[src/rtl/div_ctrl_if.sv]
// div_ctrl request/result and divider-core bundle.
// master = control unit + core, slave = div_ctrl.
interface div_ctrl_if;
  logic        start;
  logic        is_signed;
  logic [31:0] op_a;
  logic [31:0] op_b;
  logic        core_go;
  logic [31:0] core_dividend;
  logic [31:0] core_divisor;
  logic [31:0] core_quot;
  logic [31:0] core_rem;
  logic        busy;
  logic        done;
  logic        div_zero;
  logic [31:0] hi;
  logic [31:0] lo;

  modport master (
    output start, is_signed, op_a, op_b,
    output core_quot, core_rem,
    input  core_go, core_dividend, core_divisor,
    input  busy, done, div_zero, hi, lo
  );

  modport slave (
    input  start, is_signed, op_a, op_b,
    input  core_quot, core_rem,
    output core_go, core_dividend, core_divisor,
    output busy, done, div_zero, hi, lo
  );
endinterface

[src/rtl/div_ctrl.sv]
// DIV/DIVU operand conditioning and sequencing
// around an unsigned divider core; owns HI/LO.
module div_ctrl #(
  parameter int unsigned WAIT_CYCLES = 1
) (
  input logic       clk,
  input logic       reset_n,
  div_ctrl_if.slave bus
);

  typedef enum logic [2:0] {
    S_IDLE,
    S_SETUP,
    S_FIRE,
    S_WAIT,
    S_FIX,
    S_DONE,
    S_ZERO
  } state_t;

  state_t      r_state;
  state_t      w_next;
  logic        w_go;
  logic        w_busy;
  logic        w_done;
  logic        w_dz;

  logic        r_sgn;
  logic [31:0] r_a;
  logic [31:0] r_b;
  logic        r_neg_q;
  logic        r_neg_r;
  logic [3:0]  r_cnt;
  logic [31:0] r_dvd;
  logic [31:0] r_dvs;
  logic [31:0] r_q;
  logic [31:0] r_r;
  logic [31:0] r_hi;
  logic [31:0] r_lo;

  // State register; reset abandons any division.
  always_ff @(posedge clk or negedge reset_n) begin
    if (!reset_n) r_state <= S_IDLE;
    else          r_state <= w_next;
  end

  // Next state and Moore outputs from state.
  always_comb begin
    w_next = r_state;
    w_go   = 1'b0;
    w_busy = 1'b1;
    w_done = 1'b0;
    w_dz   = 1'b0;
    unique case (r_state)
      S_IDLE: begin
        w_busy = 1'b0;
        if (bus.start)
          w_next = (bus.op_b == 32'd0) ? S_ZERO
                                       : S_SETUP;
      end
      S_SETUP: w_next = S_FIRE;
      S_FIRE: begin
        w_go   = 1'b1;
        w_next = S_WAIT;
      end
      S_WAIT: begin
        w_go = 1'b1;
        if (r_cnt <= 4'd1) w_next = S_FIX;
      end
      S_FIX: w_next = S_DONE;
      S_DONE: begin
        w_done = 1'b1;
        w_next = S_IDLE;
      end
      S_ZERO: begin
        w_done = 1'b1;
        w_dz   = 1'b1;
        w_next = S_IDLE;
      end
      default: w_next = S_IDLE;
    endcase
  end

  // Operand capture, magnitude/sign, result fix-up
  // and HI/LO write, each keyed to the current state.
  always_ff @(posedge clk or negedge reset_n) begin
    if (!reset_n) begin
      r_sgn   <= 1'b0;
      r_a     <= '0;
      r_b     <= '0;
      r_neg_q <= 1'b0;
      r_neg_r <= 1'b0;
      r_cnt   <= '0;
      r_dvd   <= '0;
      r_dvs   <= '0;
      r_q     <= '0;
      r_r     <= '0;
      r_hi    <= '0;
      r_lo    <= '0;
    end else begin
      case (r_state)
        S_IDLE: begin
          if (bus.start) begin
            r_a   <= bus.op_a;
            r_b   <= bus.op_b;
            r_sgn <= bus.is_signed;
          end
        end
        S_SETUP: begin
          r_dvd   <= (r_sgn && r_a[31]) ? -r_a : r_a;
          r_dvs   <= (r_sgn && r_b[31]) ? -r_b : r_b;
          r_neg_q <= r_sgn & (r_a[31] ^ r_b[31]);
          r_neg_r <= r_sgn & r_a[31];
        end
        S_FIRE: r_cnt <= 4'(WAIT_CYCLES);
        S_WAIT: r_cnt <= r_cnt - 4'd1;
        S_FIX: begin
          r_q <= r_neg_q ? -bus.core_quot
                         : bus.core_quot;
          r_r <= r_neg_r ? -bus.core_rem
                         : bus.core_rem;
        end
        S_DONE: begin
          r_lo <= r_q;
          r_hi <= r_r;
        end
        default: ;
      endcase
    end
  end

  assign bus.core_go       = w_go;
  assign bus.core_dividend = r_dvd;
  assign bus.core_divisor  = r_dvs;
  assign bus.busy          = w_busy;
  assign bus.done          = w_done;
  assign bus.div_zero      = w_dz;
  assign bus.hi            = r_hi;
  assign bus.lo            = r_lo;

endmodule

[src/flat_wrapper.sv]
// flat-port wrapper written by rule: the top's interface ports become plain ports
module div_ctrl_flat 
#(
  parameter int unsigned WAIT_CYCLES = 1
)
  (clk, reset_n, bus_start, bus_is_signed, bus_op_a, bus_op_b, bus_core_quot, bus_core_rem, bus_core_go, bus_core_dividend, bus_core_divisor, bus_busy, bus_done, bus_div_zero, bus_hi, bus_lo);
  div_ctrl_if bus_i ();
  input logic clk;
  input logic reset_n;
  input wire logic [$bits(bus_i.start)-1:0] bus_start;
  input wire logic [$bits(bus_i.is_signed)-1:0] bus_is_signed;
  input wire logic [$bits(bus_i.op_a)-1:0] bus_op_a;
  input wire logic [$bits(bus_i.op_b)-1:0] bus_op_b;
  input wire logic [$bits(bus_i.core_quot)-1:0] bus_core_quot;
  input wire logic [$bits(bus_i.core_rem)-1:0] bus_core_rem;
  output wire logic [$bits(bus_i.core_go)-1:0] bus_core_go;
  output wire logic [$bits(bus_i.core_dividend)-1:0] bus_core_dividend;
  output wire logic [$bits(bus_i.core_divisor)-1:0] bus_core_divisor;
  output wire logic [$bits(bus_i.busy)-1:0] bus_busy;
  output wire logic [$bits(bus_i.done)-1:0] bus_done;
  output wire logic [$bits(bus_i.div_zero)-1:0] bus_div_zero;
  output wire logic [$bits(bus_i.hi)-1:0] bus_hi;
  output wire logic [$bits(bus_i.lo)-1:0] bus_lo;
  assign bus_i.start = bus_start;
  assign bus_i.is_signed = bus_is_signed;
  assign bus_i.op_a = bus_op_a;
  assign bus_i.op_b = bus_op_b;
  assign bus_i.core_quot = bus_core_quot;
  assign bus_i.core_rem = bus_core_rem;
  assign bus_core_go = bus_i.core_go;
  assign bus_core_dividend = bus_i.core_dividend;
  assign bus_core_divisor = bus_i.core_divisor;
  assign bus_busy = bus_i.busy;
  assign bus_done = bus_i.done;
  assign bus_div_zero = bus_i.div_zero;
  assign bus_hi = bus_i.hi;
  assign bus_lo = bus_i.lo;
  div_ctrl #(.WAIT_CYCLES(WAIT_CYCLES)) u_core (.clk(clk), .reset_n(reset_n), .bus(bus_i));
endmodule
[config.mk]
export PLATFORM = sky130hd
export DESIGN_NAME = div_ctrl_flat
export DESIGN_NICKNAME = d
export VERILOG_FILES = /design/src/rtl/div_ctrl_if.sv /design/src/rtl/div_ctrl.sv /design/src/flat_wrapper.sv
export SDC_FILE = /design/constraint.sdc
export NUM_CORES = 1
export LEC_CHECK = 0
export ABC_AREA = 1
export CORE_ASPECT_RATIO = 1.4
export CORE_UTILIZATION = 30
export CTS_CLUSTER_DIAMETER = 200
export DETAILED_ROUTE_END_ITERATION = 10
export SYNTH_ARGS = -nofsm -noshare
export SYNTH_HDL_FRONTEND = slang
export SYNTH_SLANG_ARGS = --single-unit
[constraint.sdc]
create_clock -name clk -period 2.7 [get_ports clk]
set_input_delay 0.54 -clock clk [delete_from_list [all_inputs] [get_ports clk]]
set_output_delay 0.54 -clock clk [all_outputs]
set_load 0.01 [all_outputs]
==> results.json <==
{
  "status": "finished clean",
  "cts_tree": "built",
  "cts_buffers": 29,
  "ys_ff_latch": 266,
  "fillers": 4642,
  "postRouteAntennaNets": 0,
  "fin_crit_ps": 2580,
  "die_h_um": 256,
  "synth_mux_area_share_pct": 4.32,
  "power_density_nw_per_um2": 1190,
  "worst_setup_path_end_kind": "output pin",
  "nets": 2153,
  "grt_pass1_wl_um": 67700,
  "die-area_um2": 46900,
  "vias": 12600,
  "cts.sinks": 266,
  "skew_ps": 15.9,
  "initialDrtViolationCount": 703,
  "rsz0062_at_grt": "no",
  "clkLatencyLatePin_ps": 580,
  "layout_commonest_cell": "nand2_1",
  "drive_gt1_share_pct": 7.72,
  "cpPeakStageDelay_ps": 640,
  "num_io_pins": 264,
  "synthTopCellsByArea": "dfrtp_1, nand2_1, nand3_1",
  "synth_top_area_share_pct": 48.2,
  "slew_headroom_pct": 51.4,
  "yosys.area_share.simple_pct": 29.8,
  "drc": 0,
  "synthXorXnorAreaFrac_pct": 2.60,
  "worstPathRequired_ps": 2160,
  "grt_max_degree": 86,
  "leakagePower_nw": 8.41,
  "die_w_um": 183,
  "gp_congestion": 0.910,
  "clkTransAtPathRegs_ps": 60,
  "hold-worst-slack_ps": 480,
  "cp_data_arrival_time_ps": 2040,
  "crit_type": "register to output pin",
  "antenna_found_initial": 0,
  "grt_usage_pct": 18.1,
  "synth_top_family_by_area": "simple AND/OR/NAND/NOR gates",
  "rows": 92,
  "cap_viol_max_count": 0,
  "clockRootBuffer": "clkbuf_16",
  "port-buffer-count": 263,
  "grt_pass1_vias": 12500,
  "syn_nets": 1900,
  "gr-total-overflow": 0,
  "synth-compound-area-share_pct": 7.38,
  "synthCells": 1762,
  "setup_violations": 0,
  "clock_path_buffers": 3,
  "final_max_slew_viol_count": 0,
  "min-delay-path-class": "register to register",
  "hpwl_um": 31900,
  "layout_common_cells": "nand2_1, dfrtp_1, clkdlybuf4s50_1",
  "viasPerCell": 4.77,
  "slowest_stage": "clkdlybuf4s50_1",
  "wire_per_inst_um": 16.0,
  "avgSynthCellArea_um2": 7.84,
  "critPathLaunchType": "register",
  "worstPathCellList": "inv_1 > o21ai_0 > clkdlybuf4s50_1",
  "synth.distinct_cells": 35,
  "drt-total-wl_um": 42300,
  "syn2layout_area_growth_pct": 31.5,
  "hold_viol_final": 0,
  "fmax_ghz": 0.387,
  "syn_area_um2": 13800,
  "timing.final.crit_share_pct": 95.7,
  "tns_ps": 0,
  "core_um2": 45200,
  "yosys_warnings": 0,
  "crit_fanout": 8,
  "yosysTopAreaCell": "dfrtp_1",
  "worstMarginPinSlew_ps": 728,
  "first_pass_iters": 5,
  "initial_core_util_pct": 30.5,
  "cts-htree-levels": 1,
  "ir_drop_mv": 0.591,
  "synth_fa_ha_area_share_pct": 0.543,
  "antenna_cells": 0,
  "ys_seq_area_share_pct": 48.2
}
-- worst max-delay path, delay by kind of cell, from the launching register on --
kind	cells	cell delay [ps]
buf+inv	2	780
flops	1	510
compound gates	1	190
-- cells by family (layout without fill, tap and decap cells) --
kind of cell	Yosys count	in the layout
DFF	266	266
xor gates and xnor gates	41	41
AOI/OAI and AO/OA	199	199
adders and majority gates	6	6
buffers and inverters	232	503
muxes	53	53
and+or+nand+nor	965	965
-- final timing paths --
kind                                          startpoint                         end  slack, ps  depth (start not counted)
min reg2reg                   u_core.r_r[31]$_DFFE_PN0P_  u_core.r_r[31]$_DFFE_PN0P_        480                          2
min in group asynchronous                        reset_n  u_core.r_r[20]$_DFFE_PN0P_        550                          2
max in group asynchronous                        reset_n  u_core.r_a[28]$_DFFE_PN0P_       1360                          3
max                        u_core.r_state[2]$_DFFE_PN0P_                    bus_done        120                          3
max reg2reg                u_core.r_state[2]$_DFFE_PN0P_  u_core.r_r[18]$_DFFE_PN0P_        850                          5
min                           u_core.r_r[31]$_DFFE_PN0P_  u_core.r_r[31]$_DFFE_PN0P_        480                          2
-- Yosys cell counts (all sizes together) --
library cell and n:
o21ai 153, nor3 5, ha 6, buf 60, nand3b 19, o211ai 5
o21bai 2, and2 2, nand4 28, xnor2 9, nand2 527, nor2 197
nand3 186, nor3b 1, mux2 53, o31ai 1, clkbuf 8, o22ai 1
xor2 32, a21oi 35, a31oi 2, inv 164, dfrtp 266
-- metrics by stage --
stage / std cells / cell area [um2] / utilization, % / worst slack, ps / power (mW)
after floorplan: 1762 / 13800 / - / 1010 / 13.3
after global placement: 2594 / 17100 / 37.9 / 402 / 17.3
after detailed placement: 2594 / 17100 / 37.9 / 332 / 17.5
after CTS: 2644 / 18200 / 40.2 / 40.5 / 21.9
after global routing: 2644 / 18200 / 40.2 / 33.1 / 23.4
final: 2644 / 18200 / 40.2 / 116 / 21.6
-- layer usage --
metal / up-vias / wire length (um) / GRT usage, %
li1: 6170 / - / -
met1: 6010 / 17600 / 22.1
met2: 366 / 21600 / 32.8
met3: 56 / 2240 / 2.65
met4: 0 / 882 / 4.68
met5: - / 0 / 0
-- what timing repair did --
| item | in CTS | in global routing |
|---|---|---|
| hold buffers | 1 | 0 |
| endpoints found under the setup margin | 3 | 1 |
| resized for setup | 1 | 1 |
| hold endpoints to repair | 41 | 0 |
| setup buffers | 0 | 0 |
-- cell type report --
type                    instances  area (um2)  share of cell area (%)
flip-flops and latches        266        6660                    36.6
inverters                     164         616                    3.39
well taps                     611         764                    4.21
multi-input cells            1264        6190                    34.1
repair buffers                290        2930                    16.1
clock inverters                13         196                    1.08
clock buffers                  36         812                    4.47
-- sequential cells by signal, indices dropped and copies added (netlist names) --
register and flops:
u_core.r_neg_q 1, u_core.r_neg_r 1, u_core.bus.core_divisor 32, u_core.r_cnt 4, u_core.bus.core_dividend 32, u_core.r_state 3
u_core.r_r 32, u_core.r_b 32, u_core.bus.lo 32, u_core.bus.hi 32, u_core.r_sgn 1, u_core.r_a 32
u_core.r_q 32
-- power by group --
group	internal [mW]	switching [mW]	total, mW
clock	2.52	1.71	4.23
sequential	6.00	1.35	7.35
combinational	4.39	5.60	9.99
Power figures use the tool's default switching activity.
